===== config.mk =====
export PLATFORM = sky130hd
export DESIGN_NAME = serial_add_sub
export DESIGN_NICKNAME = d
export VERILOG_FILES = /design/src/rtl/serial_add_sub.sv
export SDC_FILE = /design/constraint.sdc
export NUM_CORES = 1
export LEC_CHECK = 0
export CORE_ASPECT_RATIO = 1.5
export CORE_MARGIN = 3
export CORE_UTILIZATION = 50
export DETAILED_ROUTE_END_ITERATION = 6
export GPL_TIMING_DRIVEN = 0
export PLACE_DENSITY = 0.77
export SYNTH_ARGS = -nofsm -noshare
export SYNTH_HDL_FRONTEND = slang
export SYNTH_SLANG_ARGS = --single-unit

===== constraint.sdc =====
create_clock -name clk -period 4.2 [get_ports clk]
set_input_delay 0.42 -clock clk [delete_from_list [all_inputs] [get_ports clk]]
set_output_delay 0.42 -clock clk [all_outputs]
set_load 0.03 [all_outputs]

===== src/rtl/serial_add_sub.sv =====
// Bit-serial adder/subtractor: one full-adder/subtractor cell reused LSB first,
// with a registered carry/borrow between bits and a start/done handshake.
module serial_add_sub #(
    parameter int WIDTH = 8
) (
    input  logic             clk,
    input  logic             rst,
    input  logic             start,
    input  logic             op,
    input  logic [WIDTH-1:0] a,
    input  logic [WIDTH-1:0] b,
    output logic             busy,
    output logic             done,
    output logic [WIDTH-1:0] result,
    output logic             cout,
    output logic             ovf
);
    localparam int CW = (WIDTH > 1) ? $clog2(WIDTH) : 1;

    typedef enum logic [1:0] {
        S_IDLE,
        S_RUN,
        S_DONE
    } state_t;

    state_t           state_q, state_d;
    logic [WIDTH-1:0] a_sh_q, a_sh_d;
    logic [WIDTH-1:0] b_sh_q, b_sh_d;
    logic [WIDTH-1:0] work_q, work_d;
    logic [WIDTH-1:0] result_q, result_d;
    logic [CW-1:0]    cnt_q, cnt_d;
    logic             op_q, op_d;
    logic             carry_q, carry_d;
    logic             cout_q, cout_d;
    logic             ovf_q, ovf_d;

    logic ai, bi, bit_s, bit_c, last_bit;

    always_ff @(posedge clk) begin
        if (rst) begin
            state_q  <= S_IDLE;
            a_sh_q   <= '0;
            b_sh_q   <= '0;
            work_q   <= '0;
            result_q <= '0;
            cnt_q    <= '0;
            op_q     <= 1'b0;
            carry_q  <= 1'b0;
            cout_q   <= 1'b0;
            ovf_q    <= 1'b0;
        end else begin
            state_q  <= state_d;
            a_sh_q   <= a_sh_d;
            b_sh_q   <= b_sh_d;
            work_q   <= work_d;
            result_q <= result_d;
            cnt_q    <= cnt_d;
            op_q     <= op_d;
            carry_q  <= carry_d;
            cout_q   <= cout_d;
            ovf_q    <= ovf_d;
        end
    end

    always_comb begin
        state_d = state_q;
        case (state_q)
            S_IDLE:  if (start) state_d = S_RUN;
            S_RUN:   if (last_bit) state_d = S_DONE;
            S_DONE:  state_d = S_IDLE;
            default: state_d = S_IDLE;
        endcase
    end

    always_comb begin
        ai       = a_sh_q[0];
        bi       = b_sh_q[0];
        bit_s    = ai ^ bi ^ carry_q;
        bit_c    = op_q ? ((~ai & bi) | (bi & carry_q) | (carry_q & ~ai))
                        : ((ai & bi) | (bi & carry_q) | (carry_q & ai));
        last_bit = (cnt_q == CW'(WIDTH - 1));

        a_sh_d   = a_sh_q;
        b_sh_d   = b_sh_q;
        work_d   = work_q;
        result_d = result_q;
        cnt_d    = cnt_q;
        op_d     = op_q;
        carry_d  = carry_q;
        cout_d   = cout_q;
        ovf_d    = ovf_q;

        if (state_q == S_IDLE && start) begin
            a_sh_d  = a;
            b_sh_d  = b;
            op_d    = op;
            carry_d = 1'b0;
            cnt_d   = '0;
        end else if (state_q == S_RUN) begin
            a_sh_d  = a_sh_q >> 1;
            b_sh_d  = b_sh_q >> 1;
            carry_d = bit_c;
            work_d  = {bit_s, work_q[WIDTH-1:1]};
            if (last_bit) begin
                // On the last bit ai/bi are the operand MSBs and bit_s is the result MSB.
                result_d = {bit_s, work_q[WIDTH-1:1]};
                cout_d   = bit_c;
                ovf_d    = op_q ? ((ai != bi) && (bit_s != ai))
                                : ((ai == bi) && (bit_s != ai));
            end else begin
                cnt_d = cnt_q + CW'(1);
            end
        end
    end

    always_comb begin
        busy   = (state_q != S_IDLE);
        done   = (state_q == S_DONE);
        result = result_q;
        cout   = cout_q;
        ovf    = ovf_q;
    end
endmodule


== Word-level counts from Yosys, hierarchy flattened ==
Cells that the tools add are included.

* Shift operators: 0
* $mul: 0
* Divide/modulo/power cells: 0
* Magnitude comparators: 0
* Bitwise logic cells: 14
* Eq/ne operators: 8
* Multiplexer cells: 9
* Add/subtract/negate cells: 1
* Reductions and logical operators: 11

{| class="wikitable"
|+ Operators by type and width
! operator !! count
|-
| two-way mux 8 bit || 4
|-
| AND reduction 2 bit || 3
|-
| bitwise AND 1 bit || 5
|-
| two-way mux 2 bit || 2
|-
| inequality test 2 bit (second input constant) || 2
|-
| OR 1 bit || 4
|-
| one-hot mux 2 bit (2 select lines) || 1
|-
| nonzero test 2 bit || 2
|-
| adder 3 x 1 -> 3 bit (second input constant) || 1
|-
| equality test 3 bit (second input constant) || 1
|-
| logical AND 1 bit || 3
|-
| NOT 1 bit || 3
|-
| AND reduction 3 bit || 1
|-
| equality test 2 x 1 -> 1 bit (second input constant) || 1
|-
| equality test 2 bit (second input constant) || 1
|-
| logical NOT 2 bit || 1
|-
| two-way mux 1 bit || 2
|-
| inequality test 1 bit || 2
|-
| OR reduction 2 bit || 1
|-
| bitwise XOR 1 bit || 2
|-
| equality test 1 bit || 1
|}

* Memory bits (writable): 0
* Bits of input ports: 20
* Memories kept: 0
* Word-level logic and storage cells: 53
* Bits in registers: 41
* Output and inout port bits: 12
* Latch bits: 0
* Memory bits (read-only): 0

== Longest topological paths before layout ==
Gate-level depths: netlist of run 1.

* Depth in word-level cells: 5
* Depth in mapped cells: 6
* Mapped depth without buffers: 5

== Worst setup path after synthesis of run 1 ==
No wires, ideal clock.

* Path type: register to register
* From: register a_sh_q[0]
* To: register ovf_q, in the netlist ovf
* Library setup time: 71 ps
* Buffers on the path: 0
* Clock period less this slack: 1469 ps
* Data arrival time: 1399 ps
* Required time: 4129 ps
* Slack: 2731 ps
* Cell stages (with the launch flop): 6
* Cell sequence: dfxtp_1 > inv_1 > fa_1 > xnor2_1 > nand3_1 > a21oi_1

* Longest elaborated chain between the ends: 5
* Elaborated cells between the ends (all ways): 8
* Those cells by class: eq/ne: 3; mux: 1; bitwise: 2; reduce/logical: 2

{| class="wikitable"
|+ Ends and longest elaborated chain
! item !! RTL line !! source
|-
| start, declared || 27 || <nowiki>logic [WIDTH-1:0] a_sh_q, a_sh_d;</nowiki>
|-
| start signal, assigned || 53 || <nowiki>a_sh_q <= a_sh_d;</nowiki>
|-
| bitwise XOR 1 bit (2 in a row) || 78 || <nowiki>bit_s = ai ^ bi ^ carry_q;</nowiki>
|-
| inequality test 1 bit || 108, 109 ||
|-
| logical AND 1 bit (on tied branches) || 109, 108 ||
|-
| two-way mux 1 bit (*) || 108 || <nowiki>ovf_d = op_q ? ((ai != bi) && (bit_s != ai))</nowiki>
|-
| end signal, assigned || 61 || <nowiki>ovf_q <= ovf_d;</nowiki>
|-
| end, declared || 35 || <nowiki>logic ovf_q, ovf_d;</nowiki>
|}

Mark *: on every way between the ends. The rest lies on a longest branch, timed or not.
A chain may end at the register's enable or synchronous reset.

== Worst setup path after layout of run 1 ==
* From: register state_q[0]
* To: output port busy

* Longest elaborated chain between the ends: 1

{| class="wikitable"
|+ Ends and longest elaborated chain
! item !! RTL line !! source
|-
| start, declared || 26 || <nowiki>state_t state_q, state_d;</nowiki>
|-
| start signal, assigned || 52 || <nowiki>state_q <= state_d;</nowiki>
|-
| nonzero test 2 bit || 117 || <nowiki>busy = (state_q != S_IDLE);</nowiki>
|-
| end, declared || 12 || <nowiki>output logic busy,</nowiki>
|}

Every way passes these cells.

==> results of run 1 <==
## worst max-delay path by stage
| stage | slack (ps) | to | start |
|---|---|---|---|
| 2_1_floorplan | 2730 | ovf | a_sh_q[0] |
| 3_3_place_gp | 2210 | a_sh_q[5] | start |
| 3_5_place_dp | 2220 | a_sh_q[5] | start |
| 4_1_cts | 2080 | busy | state_q[0] |
| 5_1_grt | 2020 | busy | state_q[0] |
| 6_report | 2080 | busy | state_q[0] |
## sequential cells by signal, indices dropped and copies added (netlist names)
name and count:
a_sh_q 8, b_sh_q 8, carry_q 1, cnt_q 3, cout 1, op_q 1, ovf 1, result 8
state_q 2, work_q 7
## layer usage
metal	GRT usage (%)	share of wire, %	vias up
li1	-	-	746
met1	22.34	40	657
met2	34.24	54	29
met3	6.191	3.8	10
met4	8.728	2.0	0
met5	0	0	-
## power by group through the flow
stage | Combinational (mW) | Clock [mW] | Sequential [mW]
floorplan | 0.0836 | 0 | 0.415
global placement | 0.115 | 0 | 0.418
finish | 0.117 | 0.428 | 0.410
detailed placement | 0.118 | 0 | 0.419
global route | 0.132 | 0.451 | 0.413
CTS | 0.119 | 0.433 | 0.411
## through the flow
| step | instances | worst slack [ps] | total power, mW | hold slack [ps] |
|---|---|---|---|---|
| after floorplan | 200 | 2731 | 0.4991 | 432.2 |
| after global placement | 270 | 2208 | 0.5334 | 440.6 |
| after detailed placement | 270 | 2224 | 0.5369 | 450.0 |
| after CTS | 278 | 2078 | 0.9624 | 460.4 |
| after global routing | 278 | 2021 | 0.9952 | 481.0 |
| final | 278 | 2080 | 0.9552 | 455.5 |
## cells by family after synthesis
logic type / count (synthesis) / synth area share [%]
simple gates: 85 / 22.27
compound gates: 48 / 19.59
flops: 40 / 45.10
buf+inv: 16 / 5.496
fa+ha+maj: 5 / 4.370
xor+xnor: 3 / 1.480
mux: 3 / 1.691
## cell type report
| cell class | count | area, um^2 |
|---|---|---|
| fill | 276 | 999.7 |
| multi-input combinational | 144 | 877.1 |
| sequential | 40 | 800.8 |
| timing repair buffer | 30 | 300.3 |
| buffer | 15 | 93.84 |
| clock inverter | 3 | 90.09 |
| clock buffer | 5 | 68.82 |
| tap | 40 | 50.05 |
| inverter | 1 | 3.754 |
## tightest hold or removal path, cell delays in order (launching register included)
cell and delay (ps):
dfxtp_1 310, nand2_1 50, a21oi_1 50
## cell usage in the layout, fill, tap and decap left out, types with 4 or more instances in the layout
cell and instances:
nor2_1 21, a211oi_1 4, nor3_1 5, clkbuf_8 5, clkdlybuf4s50_1 30, a21oi_1 31
a211oi_2 11, nand2_1 43, clkbuf_1 6, dfxtp_1 40
==> flow_summary.json, run 1 <==
{
  "status": "finished, final reports clean",
  "ys_seq_elements": 40,
  "cts_sinks": 40,
  "syn2layout_area_growth_pct": 28.68,
  "irDropWorstVdd_mv": 0.4230,
  "rsz0062_at_grt": "false",
  "ys_warn_count": 0,
  "max_freq_mhz": 471.7,
  "finalSetupTns_ps": 0,
  "finalCritPeriodShare_pct": 50.48,
  "pwr-share-comb_pct": 12.3,
  "dieArea_mm2": 0.004317,
  "io_pins": 32,
  "critical_path_required_ps": 3780,
  "die_h_um": 78.98,
  "hold_violations": 0,
  "cts_hold_buffers": 0,
  "drt-vias-per-instance": 5.187,
  "fin_crit_ps": 2120,
  "powerDensity_mw_per_mm2": 418.1,
  "r2r-start": "a_sh_q[0]",
  "slowest_stage": "clkdlybuf4s50_1",
  "h-tree-depth": 2,
  "fp.coreArea_mm2": 0.003284,
  "maxSlewHeadroom_pct": 53.66,
  "synth-async-reset-ratio_pct": 0,
  "whs_path_depth": 2,
  "grt_usage_pct": 20.29,
  "grt_pass1_wl_um": 6499,
  "ys_types": 30,
  "fin_skew_ps": 5.540,
  "hold_start": "result[6]",
  "clock_latency_ps": 290,
  "synth_cells": 200,
  "numCtsBuffers": 5,
  "path_cells": "buf_4 > or2_2 > clkdlybuf4s50_1",
  "cp.depth": 3,
  "portBuffers": 30,
  "clk_pin_slew_worst_paths_ps": 70,
  "antenna_cells": 0,
  "vias": 1442,
  "grt_pass1_vias": 1471,
  "first_iter_violations": 31,
  "final_util_pct": 69.56,
  "cpPeakStageDelay_ps": 600,
  "max_cap_violations": 0,
  "rr_endpoint": "ovf",
  "end_kind": "primary output",
  "grt_max_degree": 14,
  "p_clk_share_pct": 44.8,
  "crit_path_max_fanout": 10,
  "nNetsFinal": 262,
  "p_sw_uw": 203.3,
  "worst_pin_slew_ps": 695.1,
  "r2r_slack_ps": 2620,
  "dpl.hpwl_um": 2699,
  "rows": 25,
  "worstSetupPathType": "flip-flop to primary output",
  "gp_congestion": 0.7359,
  "synth_area_leader_cell": "dfxtp_1",
  "synth_enable_flop_cells": 0,
  "ys_seq_area_share_pct": 45.10,
  "switching_share_pct": 21.29,
  "design_area_mm2": 0.002285,
  "holdPathEnd": "result[6]",
  "synth_most_common_cell": "nand2_1",
  "netlist_top_cells_area": "dfxtp_1 (45%), nand2_1 (9.1%), a21oi_1 (8.7%)",
  "root_buffer": "clkbuf_8",
  "synth_fp_nets": 225,
  "p_leak_nw": 0.8243,
  "r2r_cells": 5,
  "post_cts_resized": 0,
  "avgSynthCellArea_um2": 8.877,
  "die_w_um": 54.66,
  "synth_area_mm2": 0.001775,
  "critPathBufInv": 2,
  "first_pass_iters": 4,
  "start_kind": "flip-flop",
  "worstHoldPathType": "flip-flop to flip-flop",
  "critical_path.top_delay_family": "buffers and inverters",
  "route.detailed.wl_per_inst_um": 13.09,
  "drive_gt1_share_pct": 15.13,
  "slew_violations": 0,
  "synth_top_area_share_pct": 45.10,
  "ys.flop_type": "dfxtp_1",
  "route.detailed.drc": 0,
  "final_antenna_net_count": 0,
  "seq_power_share_pct": 43.0,
  "yosys-top-cells-count": "nand2_1 (43), dfxtp_1 (40), a21oi_1 (31), nor2_1 (21), a211oi_2 (11)",
  "start_util_pct": 54.06,
  "cts_tree": "built",
  "setup_viol": 0,
  "intPower_uw": 751.9,
  "cts_buffer_depth": 2,
  "antenna_found_initial": 0,
  "post-cts-setup-buffer-count": 0,
  "overflow": 0,
  "wl_um": 3640,
  "cp.arrival_ps": 1700,
  "placed_cell_area_mm2": 0.002126
}
(Power assumes the default switching activity.)
==> run 2, diff against run 1 <==
==> constraint.sdc (replaced) <==
create_clock -name clk -period 2.1 [get_ports clk]
set_input_delay 0.21 -clock clk [delete_from_list [all_inputs] [get_ports clk]]
set_output_delay 0.21 -clock clk [all_outputs]
set_load 0.03 [all_outputs]
==> results of run 2 <==
The final DEF is identical to that of run 1. Status: finished, final reports clean.
Among the figures that moved: setup slack after placement 2224 ps -> 333.9 ps; setup slack after layout 2080 ps -> 189.8 ps; hold slack 455.5 ps -> 310.7 ps; register-to-register setup slack 2620 ps -> 520 ps; end point of the worst hold path result[6] -> state_q[0]; total power 0.9552 mW -> 1.910 mW; worst IR drop on VDD 0.4230 mV -> 0.8461 mV
==> run 3, diff against run 2 <==
--- a/config.mk
+++ b/config.mk
@@ -5,11 +5,12 @@
 export SDC_FILE = /design/constraint.sdc
 export NUM_CORES = 1
 export LEC_CHECK = 0
-export CORE_ASPECT_RATIO = 1.5
+export CORE_ASPECT_RATIO = 2
 export CORE_MARGIN = 3
 export CORE_UTILIZATION = 50
 export DETAILED_ROUTE_END_ITERATION = 6
 export GPL_TIMING_DRIVEN = 0
+export HOLD_SLACK_MARGIN = 0.1
 export PLACE_DENSITY = 0.77
 export SYNTH_ARGS = -nofsm -noshare
 export SYNTH_HDL_FRONTEND = slang
==> flow_summary.json, run 3 (synthesized netlist as in run 1, its figures left out) <==
{
  "clk_pin_slew_worst_paths_ps": 70,
  "first_iter_violations": 41,
  "start_kind": "flip-flop",
  "post-cts-setup-buffer-count": 0,
  "route.detailed.drc": 0,
  "final_antenna_net_count": 0,
  "cts_hold_buffers": 0,
  "rsz0062_at_grt": "false",
  "io_pins": 32,
  "mostFrequentLayoutCells": "nand2_1 (43), dfxtp_1 (40), a21oi_1 (31)",
  "maxSlewHeadroom_pct": 55.94,
  "finalSetupTns_ps": 0,
  "clock_latency_ps": 280,
  "slew_violations": 0,
  "worstHoldPathType": "input port to flip-flop",
  "end_kind": "primary output",
  "start_util_pct": 51.98,
  "portBuffers": 30,
  "slowest_stage": "clkdlybuf4s50_1",
  "wl_um": 3471,
  "vias": 1442,
  "final_common_cell": "nand2_1",
  "drive_gt1_share_pct": 15.13,
  "syn2layout_area_growth_pct": 25.51,
  "cts_buffer_depth": 2,
  "worstSetupPathType": "flip-flop to primary output",
  "whs_ps": 295.9,
  "first_pass_iters": 4,
  "cts_sinks": 40,
  "p_leak_nw": 0.7969,
  "antenna_cells": 0,
  "critical_path_required_ps": 1890,
  "setup_viol": 0,
  "dpl.hpwl_um": 2683,
  "cp.arrival_ps": 1690,
  "max_cap_violations": 0,
  "root_buffer": "clkbuf_8",
  "max_freq_mhz": 525.2,
  "route.detailed.wl_per_inst_um": 12.14,
  "nNetsFinal": 262,
  "grt_pass1_wl_um": 6058,
  "critPathBufInv": 2,
  "worst_pin_slew_ps": 660.9,
  "grt_usage_pct": 18.70,
  "fp.coreArea_mm2": 0.003416,
  "status": "finished, final reports clean",
  "overflow": 0,
  "finalCritPeriodShare_pct": 90.67,
  "irDropWorstVdd_mv": 0.6088,
  "h-tree-depth": 2,
  "critical_path.top_delay_family": "buffers and inverters",
  "crit_path_max_fanout": 10,
  "hold_violations": 0,
  "numCtsBuffers": 5,
  "grt_max_degree": 13,
  "gp_congestion": 0.7561,
  "fin_crit_ps": 1904,
  "path_cells": "buf_4 > or2_2 > clkdlybuf4s50_1",
  "drt-vias-per-instance": 5.042,
  "cpPeakStageDelay_ps": 590,
  "die_w_um": 48.14,
  "rows": 30,
  "die_h_um": 90.27,
  "antenna_found_initial": 0,
  "grt_pass1_vias": 1389,
  "cts_tree": "built",
  "powerDensity_mw_per_mm2": 704.3,
  "fin_skew_ps": 3.204,
  "post_cts_resized": 0,
  "dieArea_mm2": 0.004345
}
==> run 3: path summary, 6_finish.rpt <==
kind / from / endpoint / slack [ps] / depth (start not counted)
worst min register to register: result[3] / result[3] / 450 / 2
worst max-delay path: state_q[0] / busy / 200 / 3
worst max register to register: a_sh_q[0] / ovf / 520 / 5
worst min-delay path: rst / state_q[0] / 300 / 2
==> run 3: final cells by class <==
class	count	area [um^2]
inverters	1	3.754
fillers	304	1187
flip-flops and latches	40	800.8
repair buffers	30	300.3
clock inverters	2	10.01
multi-input cells	144	877.1
plain buffers	15	93.84
clock buffers	6	82.58
well taps	48	60.06
==> run 3: through the flow <==
| stage | std cells | setup WS (ps) | util (%) | instance area (um^2) | total power, mW |
|---|---|---|---|---|---|
| 6_report | 286 | 196.0 | 65.24 | 2228 | 1.569 |
| 5_1_grt | 286 | 143.1 | 65.24 | 2228 | 1.647 |
| 4_1_cts | 286 | 185.1 | 65.24 | 2228 | 1.590 |
| 3_5_place_dp | 278 | 248.1 | 62.53 | 2136 | 1.076 |
| 3_3_place_gp | 278 | 284.7 | 62.53 | 2136 | 1.067 |
| 2_1_floorplan | 200 | 630.6 | - | 1775 | 0.9982 |
==> run 3: power by group <==
group	internal [mW]	switching, mW	total (mW)
logic	0.116	0.119	0.235
clock network	0.262	0.251	0.513
registers	0.794	0.0272	0.821
==> run 3: worst register-to-register path, stage by stage (launching register included) <==
cell	delay, ps
dfxtp_1	420
inv_1	110
fa_1	620
xnor2_1	140
nand3_1	90
a21oi_1	130
==> run 3: metal layers <==
metal | vias to the layer above | part of all wire (%) | track usage (%) | routed length [um]
met5 | - | 0 | 0 | 0
met4 | 0 | 1.7 | 6.067 | 60
met3 | 8 | 3.3 | 4.192 | 116
met2 | 34 | 57 | 32.52 | 1970
met1 | 655 | 38 | 20.73 | 1323
li1 | 745 | - | - | -
